**src/rtl/mips_fetch_pkg.sv**
```systemverilog
// Shared fetch definitions: occupancy states, PC geometry and address helpers.
package mips_fetch_pkg;

  localparam int unsigned WORD_BYTES = 4;
  localparam int unsigned PC_WIDTH   = 32;

  // Occupancy of the output register plus skid buffer.
  typedef enum logic [1:0] {
    StEmpty,
    StFull,
    StSkid
  } occ_state_e;

  // Byte PC -> ROM word index.
  function automatic logic [PC_WIDTH-1:0] word_index(logic [PC_WIDTH-1:0] pc);
    return pc >> 2;
  endfunction

  // Force a byte PC onto a word boundary.
  function automatic logic [PC_WIDTH-1:0] align_pc(logic [PC_WIDTH-1:0] pc);
    return pc & 32'hFFFF_FFFC;
  endfunction

endpackage

```
**src/rtl/instr_fetch_if.sv**
```systemverilog
// Fetch -> decode instruction handshake (valid/ready with word and its byte PC).
interface instr_fetch_if;
  import mips_fetch_pkg::*;

  logic                valid;
  logic                ready;
  logic [31:0]         instr;
  logic [PC_WIDTH-1:0] pc;

  modport master (output valid, output instr, output pc, input ready);
  modport slave  (input valid, input instr, input pc, output ready);
endinterface

```
**src/rtl/fetch_skid_buf.sv**
```systemverilog
// One-entry {data, pc} holding buffer; flush beats load beats unload.
module fetch_skid_buf
  import mips_fetch_pkg::*;
(
  input  logic                clk,
  input  logic                rst_n,
  input  logic                flush_i,
  input  logic                load_i,
  input  logic                unload_i,
  input  logic [31:0]         data_i,
  input  logic [PC_WIDTH-1:0] pc_i,
  output logic                valid_o,
  output logic [31:0]         data_o,
  output logic [PC_WIDTH-1:0] pc_o
);

  logic                valid_q, valid_d;
  logic [31:0]         data_q, data_d;
  logic [PC_WIDTH-1:0] pc_q, pc_d;

  // Next-state for the single entry.
  always_comb begin
    valid_d = valid_q;
    data_d  = data_q;
    pc_d    = pc_q;
    if (flush_i) begin
      valid_d = 1'b0;
    end else if (load_i) begin
      valid_d = 1'b1;
      data_d  = data_i;
      pc_d    = pc_i;
    end else if (unload_i) begin
      valid_d = 1'b0;
    end
  end

  // Entry storage.
  always_ff @(posedge clk or negedge rst_n) begin
    if (!rst_n) begin
      valid_q <= 1'b0;
      data_q  <= '0;
      pc_q    <= '0;
    end else begin
      valid_q <= valid_d;
      data_q  <= data_d;
      pc_q    <= pc_d;
    end
  end

  assign valid_o = valid_q;
  assign data_o  = data_q;
  assign pc_o    = pc_q;

endmodule

```
**src/rtl/instr_fetch.sv**
```systemverilog
// Instruction fetch: PC/issue logic, ROM latency absorption, output register + skid buffer.
// Optional macro FETCH_BOUND_CHECK_EN: suppress fetches at word index >= ROM_SIZE and raise
// a sticky fetch_fault until redirect or reset.
module instr_fetch
  import mips_fetch_pkg::*;
#(
  parameter int unsigned         ROM_SIZE = 64,
  parameter logic [PC_WIDTH-1:0] RESET_PC = 32'h0000_0000
) (
  input  logic                clk,
  input  logic                rst_n,
  output logic [31:0]         rom_addr,
  input  logic [31:0]         rom_data,
  input  logic                redirect,
  input  logic [PC_WIDTH-1:0] redirect_pc,
  instr_fetch_if.master       dec,
  output logic                fetch_fault
);

  occ_state_e          state_q, state_d;
  logic [PC_WIDTH-1:0] issue_pc_q, issue_pc_d;
  logic                req_valid_q, req_valid_d;
  logic [PC_WIDTH-1:0] req_pc_q, req_pc_d;
  logic [31:0]         out_instr_q, out_instr_d;
  logic [PC_WIDTH-1:0] out_pc_q, out_pc_d;

  logic [PC_WIDTH-1:0] issue_pc_cur;
  logic                drain, landing, issue_en, in_range;
  logic                skid_load, skid_unload, skid_valid;
  logic [31:0]         skid_data;
  logic [PC_WIDTH-1:0] skid_pc;

  // Redirect takes over the address in the same cycle it is requested.
  assign issue_pc_cur = redirect ? align_pc(redirect_pc) : issue_pc_q;
  assign rom_addr     = word_index(issue_pc_cur);
  assign drain        = (state_q != StEmpty) && dec.ready;
  assign landing      = req_valid_q;
  // Only issue when the word returning next cycle is sure to find a slot.
  assign issue_en     = !skid_valid && !((state_q != StEmpty) && !dec.ready && req_valid_q);

`ifdef FETCH_BOUND_CHECK_EN
  logic fault_q, fault_d;

  assign in_range = word_index(issue_pc_cur) < ROM_SIZE;

  // Sticky fault: set by a suppressed issue, re-evaluated on redirect.
  always_comb begin
    fault_d = fault_q;
    if (redirect) begin
      fault_d = !in_range;
    end else if (issue_en && !in_range) begin
      fault_d = 1'b1;
    end
  end

  // Fault flag register.
  always_ff @(posedge clk or negedge rst_n) begin
    if (!rst_n) begin
      fault_q <= 1'b0;
    end else begin
      fault_q <= fault_d;
    end
  end

  assign fetch_fault = fault_q;
`else
  logic unused_rom_size;

  assign in_range        = 1'b1;
  assign fetch_fault     = 1'b0;
  assign unused_rom_size = (ROM_SIZE != 0);
`endif

  // Issue, landing/drain routing and occupancy next-state.
  always_comb begin
    state_d     = state_q;
    issue_pc_d  = issue_pc_q;
    req_valid_d = 1'b0;
    req_pc_d    = req_pc_q;
    out_instr_d = out_instr_q;
    out_pc_d    = out_pc_q;
    skid_load   = 1'b0;
    skid_unload = 1'b0;
    if (redirect) begin
      // Flush everything, including a word being accepted this cycle.
      state_d = StEmpty;
      if (in_range) begin
        req_valid_d = 1'b1;
        req_pc_d    = issue_pc_cur;
        issue_pc_d  = issue_pc_cur + WORD_BYTES;
      end else begin
        issue_pc_d = issue_pc_cur;
      end
    end else begin
      if (issue_en && in_range) begin
        req_valid_d = 1'b1;
        req_pc_d    = issue_pc_cur;
        issue_pc_d  = issue_pc_cur + WORD_BYTES;
      end
      unique case (state_q)
        StEmpty: begin
          if (landing) begin
            out_instr_d = rom_data;
            out_pc_d    = req_pc_q;
            state_d     = StFull;
          end
        end
        StFull: begin
          if (drain) begin
            if (landing) begin
              out_instr_d = rom_data;
              out_pc_d    = req_pc_q;
            end else begin
              state_d = StEmpty;
            end
          end else if (landing) begin
            skid_load = 1'b1;
            state_d   = StSkid;
          end
        end
        StSkid: begin
          // No word can be in flight while the skid is full.
          if (drain) begin
            out_instr_d = skid_data;
            out_pc_d    = skid_pc;
            skid_unload = 1'b1;
            state_d     = StFull;
          end
        end
        default: state_d = StEmpty;
      endcase
    end
  end

  // Fetch state registers.
  always_ff @(posedge clk or negedge rst_n) begin
    if (!rst_n) begin
      state_q     <= StEmpty;
      issue_pc_q  <= RESET_PC;
      req_valid_q <= 1'b0;
      req_pc_q    <= '0;
      out_instr_q <= '0;
      out_pc_q    <= '0;
    end else begin
      state_q     <= state_d;
      issue_pc_q  <= issue_pc_d;
      req_valid_q <= req_valid_d;
      req_pc_q    <= req_pc_d;
      out_instr_q <= out_instr_d;
      out_pc_q    <= out_pc_d;
    end
  end

  fetch_skid_buf u_skid (
    .clk      (clk),
    .rst_n    (rst_n),
    .flush_i  (redirect),
    .load_i   (skid_load),
    .unload_i (skid_unload),
    .data_i   (rom_data),
    .pc_i     (req_pc_q),
    .valid_o  (skid_valid),
    .data_o   (skid_data),
    .pc_o     (skid_pc)
  );

  assign dec.valid = (state_q != StEmpty);
  assign dec.instr = out_instr_q;
  assign dec.pc    = out_pc_q;

endmodule
```
**src/flat_wrapper.sv**
```systemverilog
// flat-port wrapper written by rule: the top's interface ports become plain ports
module instr_fetch_flat import mips_fetch_pkg::*;
#(
  parameter int unsigned         ROM_SIZE = 64,
  parameter logic [PC_WIDTH-1:0] RESET_PC = 32'h0000_0000
)
  (clk, rst_n, rom_addr, rom_data, redirect, redirect_pc, fetch_fault, dec_valid, dec_instr, dec_pc, dec_ready);
  instr_fetch_if dec_i ();
  input  logic clk;
  input  logic rst_n;
  output logic [31:0] rom_addr;
  input  logic [31:0] rom_data;
  input  logic redirect;
  input  logic [PC_WIDTH-1:0] redirect_pc;
  output logic fetch_fault;
  output wire logic [$bits(dec_i.valid)-1:0] dec_valid;
  output wire logic [$bits(dec_i.instr)-1:0] dec_instr;
  output wire logic [$bits(dec_i.pc)-1:0] dec_pc;
  input wire logic [$bits(dec_i.ready)-1:0] dec_ready;
  assign dec_valid = dec_i.valid;
  assign dec_instr = dec_i.instr;
  assign dec_pc = dec_i.pc;
  assign dec_i.ready = dec_ready;
  instr_fetch #(.ROM_SIZE(ROM_SIZE), .RESET_PC(RESET_PC)) u_core (.clk(clk), .rst_n(rst_n), .rom_addr(rom_addr), .rom_data(rom_data), .redirect(redirect), .redirect_pc(redirect_pc), .dec(dec_i), .fetch_fault(fetch_fault));
endmodule
```
**config.mk**
```make
export PLATFORM = sky130hd
export DESIGN_NAME = instr_fetch_flat
export DESIGN_NICKNAME = d
export VERILOG_FILES = /design/src/rtl/mips_fetch_pkg.sv /design/src/rtl/instr_fetch_if.sv /design/src/rtl/fetch_skid_buf.sv /design/src/rtl/instr_fetch.sv /design/src/flat_wrapper.sv
export SDC_FILE = /design/constraint.sdc
export NUM_CORES = 1
export LEC_CHECK = 0
export ABC_AREA = 1
export CORE_UTILIZATION = 36
export DETAILED_ROUTE_END_ITERATION = 10
export GPL_TIMING_DRIVEN = 0
export SETUP_SLACK_MARGIN = 0.05
export SYNTH_ARGS = -nofsm -noshare
export SYNTH_HDL_FRONTEND = slang
export SYNTH_SLANG_ARGS = --single-unit
```
**constraint.sdc**
```tcl
create_clock -name clk -period 1.6 [get_ports clk]
set_input_delay 0.4 -clock clk [delete_from_list [all_inputs] [get_ports clk]]
set_output_delay 0.4 -clock clk [all_outputs]
set_load 0.01 [all_outputs]
```
==> impl_metrics.py <==
metrics = {
    "die": {
        "core-area_um2": 24250,
        "io_pins": 166,
        "die_h_um": 159.2,
        "start_util": 0.3667,
        "rows": 57,
        "dieArea_um2": 25330,
        "die_w_um": 159.2,
    },
    "global_routing": {
        "grt_pass1_wl_mm": 43.15,
        "grt_max_degree": 99,
        "antenna_found_initial": 0,
        "grt_use_total": 0.2157,
        "grt_util_met3": 0.03725,
        "busiest_layer": "met2",
        "grt_overflow": 0,
        "grt_use_met2": 0.3557,
        "grt_pass1_vias": 8143,
        "grt_util_met1": 0.2875,
    },
    "worst_setup_path": {
        "crit_type": "flop to flop",
        "endpoint_kind": "flop",
        "startpoint": "u_core.state_q[1]$_DFFE_PN0P_",
        "crit_family": "buffers and inverters",
        "worstReg2RegStart": "u_core.state_q[1]$_DFFE_PN0P_",
        "cp_max_fo": 5,
        "arrival_ns": 2.04,
        "critPathBufInv": 5,
        "crit_required_ns": 1.92,
        "cp-start-kind": "flop",
        "slowest_delay_ns": 0.43,
        "crit_slowest_cell": "dfrtp_1",
        "crit_chain": "inv_2, nor2_4, inv_2, a211oi_4, buf_4, buf_6, buf_8, nand2_4, o21a_1",
        "cpMostUsedCell": "inv_2",
    },
    "finish": {
        "final_nets": 1464,
        "insertedDiodeCount": 0,
        "regArea_um2": 4706,
        "drive_above_1_share": 0.3395,
        "multi_input_area_um2": 4519,
        "final_cells": 1732,
        "area_delta_synth_final_pct": 55.87,
        "nFillCells": 2212,
    },
    "timing": {
        "clock-skew-final_ns": 0.009620,
        "hold_violations": 0,
        "maxClockFrequency_mhz": 581.7,
        "grt_setup_unrepaired": "true",
        "setup_ws_ns": -0.1191,
        "setup_viol": 62,
        "tightest_slew_ns": 0.7554,
        "fin_crit_ns": 1.719,
        "tns_ns": -4.957,
        "slew_violations": 0,
        "final_min_period_over_clock_period": 1.074,
        "relSlewSlack": 0.4964,
    },
    "routing": {
        "drc": 0,
        "drt_iter0_drc": 534,
        "vias_per_cell": 4.901,
        "wl_mm": 27.96,
        "ant_nets": 0,
        "dr_total_vias": 8488,
        "dr.pass1.iters": 8,
        "routedWlPerCell_um": 16.14,
    },
    "power_and_ir_drop": {
        "ir_drop_v": 0.0007050,
        "p_per_area_nw_per_um2": 1450,
        "leakagePower_nw": 6.453,
        "total_power_w": 0.02009,
    },
    "clocking": {
        "clock-sinks": 188,
        "cts.reportedPaths.clkPinSlew_ns": 0.07,
        "cts-root-buf": "clkbuf_16",
        "cts-hold-fix-buffers": 0,
        "clk_latency_ns": 0.43,
        "cts_buffer_depth": 2,
        "cts_made_buffers": 17,
        "cts_max_level": 4,
        "cts_tree": "done",
    },
    "outcome": {
        "outcome": "finished, violations left",
        "violations": "setup timing",
    },
    "place": {
        "dpl.hpwl_mm": 18.22,
        "place_inst": 1602,
        "numPortBuffers": 157,
        "gp_congestion": 0.8592,
    },
    "synthesis": {
        "synthCells": 1116,
        "synth_cell_type_count": 31,
        "yosysSeqAreaShare": 0.5291,
        "avgSynthCellArea_um2": 7.968,
        "synth_seq_cells": 188,
        "netlist_area_um2": 8892,
        "synth_warnings": 0,
    },
    "worst_hold_path": {
        "min_path_type": "primary input to asynchronous set/reset pin",
    },
    "job": {
        "maxCapViolations": 0,
    },
}
[final cells by class]
class | count | area share
clock buffer | 20 | 0.03367
inverter | 92 | 0.02618
timing repair buffer | 259 | 0.1888
clock inverter | 12 | 0.009749
tap | 324 | 0.02925
multi-input combinational | 777 | 0.3261
sequential | 188 | 0.3395
buffer | 60 | 0.04685
[placed cells by master (no fill, tap or decap), types with 10 or more instances in the layout]
master,n
a21oi_1,34
a21oi_2,25
buf_4,84
buf_6,54
buf_8,25
clkbuf_16,21
clkdlybuf4s50_1,42
dfrtp_1,187
dlygate4sd2_1,66
dlymetal6s2s_1,10
inv_1,82
nand2_1,227
nand2_2,117
nand2_4,23
nand3_1,40
nor2_1,45
nor2_2,20
nor2_4,31
o21a_1,63
o21ai_0,72
o21ai_1,34
o21ai_2,13
[final timing paths]
check / to / slack [ns] / cells after the start
setup / recovery: u_core.dec.pc[17]$_DFFE_PN0P_ / -0.12 / 9
hold reg to reg: u_core.dec.pc[22]$_DFFE_PN0P_ / 0.48 / 1
hold / removal: u_core.dec.instr[23]$_DFFE_PN0P_ / 0.01 / 1
max in group asynchronous: u_core.req_pc_q[25]$_DFFE_PN0P_ / 0.65 / 2
setup reg to reg: u_core.dec.pc[17]$_DFFE_PN0P_ / -0.12 / 9
min in group clk: u_core.issue_pc_q[22]$_DFFE_PN0P_ / 0.41 / 5
[where the power goes]
group / switching [W] / internal (W)
combinational: 0.00417 / 0.00397
clock: 0.00188 / 0.00244
sequential: 0.000995 / 0.00664
[worst reg2reg max path, stage by stage (launching register included)]
cell      delay, ns
dfrtp_1        0.43
inv_2          0.10
nor2_4         0.11
inv_2          0.07
a211oi_4       0.30
buf_4          0.19
buf_6          0.12
buf_8          0.13
nand2_4        0.06
o21a_1         0.10
[through the flow]
stage	setup WS (ns)	cell area (um2)	hold slack (ns)	util
global placement	-8.042	11080	0.4608	0.4568
floorplan	-0.03589	9100	0.1044	-
global route	-0.1735	13860	0.05688	0.5716
finish	-0.1191	13860	0.01130	0.5716
CTS	-0.1629	12750	0.04141	0.5260
detailed placement	-0.6342	11110	0.4676	0.4582
[logic make-up after synthesis]
| kind of cell | synth area share |
|---|---|
| AOI/OAI and AO/OA | 0.1621 |
| xor gates and xnor gates | 0.0009851 |
| adders and majority gates | 0.001407 |
| buffers and inverters | 0.07570 |
| DFF | 0.5291 |
| other | 0.0004217 |
| and+or+nand+nor | 0.2303 |
[cell usage after synthesis, drive strengths merged]
library cell	n	area, um2
nand2	368	1386
dfrtp	188	4705
o21ai	120	600.6
nor2	96	377.9
inv	91	341.6
o21a	63	473.0
a21oi	59	295.3
nand3	48	240.2
buf	42	247.7
clkbuf	21	78.83
o21bai	5	37.54
nand4	2	12.51
or2	2	12.51
a211oi	1	12.51
a22oi	1	7.510
and2	1	6.260
clkinv	1	5.000
conb	1	3.750
ha	1	12.51
nand3b	1	7.510
nor3	1	5.000
o211ai	1	7.510
o31ai	1	7.510
xor2	1	8.760
[flip-flops by register name, summed over array words and instances (netlist names)]
signal / cells
u_core.u_skid.data_o: 32
u_core.u_skid.pc_o: 30
u_core.landing: 1
u_core.issue_pc_q: 30
u_core.req_pc_q: 30
u_core.u_skid.valid_o: 1
u_core.dec.instr: 32
u_core.state_q: 2
u_core.dec.pc: 30
[per-layer routing]
metal  up-vias  wire length (um)
met5         -                 0
met4         0               651
met3        47              1466
met2       273             13500
met1      4039             12340
li1       4129                 -
[what timing repair did]
action	in CTS	in global routing
endpoints found under the setup margin	279	223
pin swaps	46	78
setup buffers	70	23
gates cloned	10	4
gates resized for setup	372	342
No activity file was read; power rests on OpenSTA's default activity.
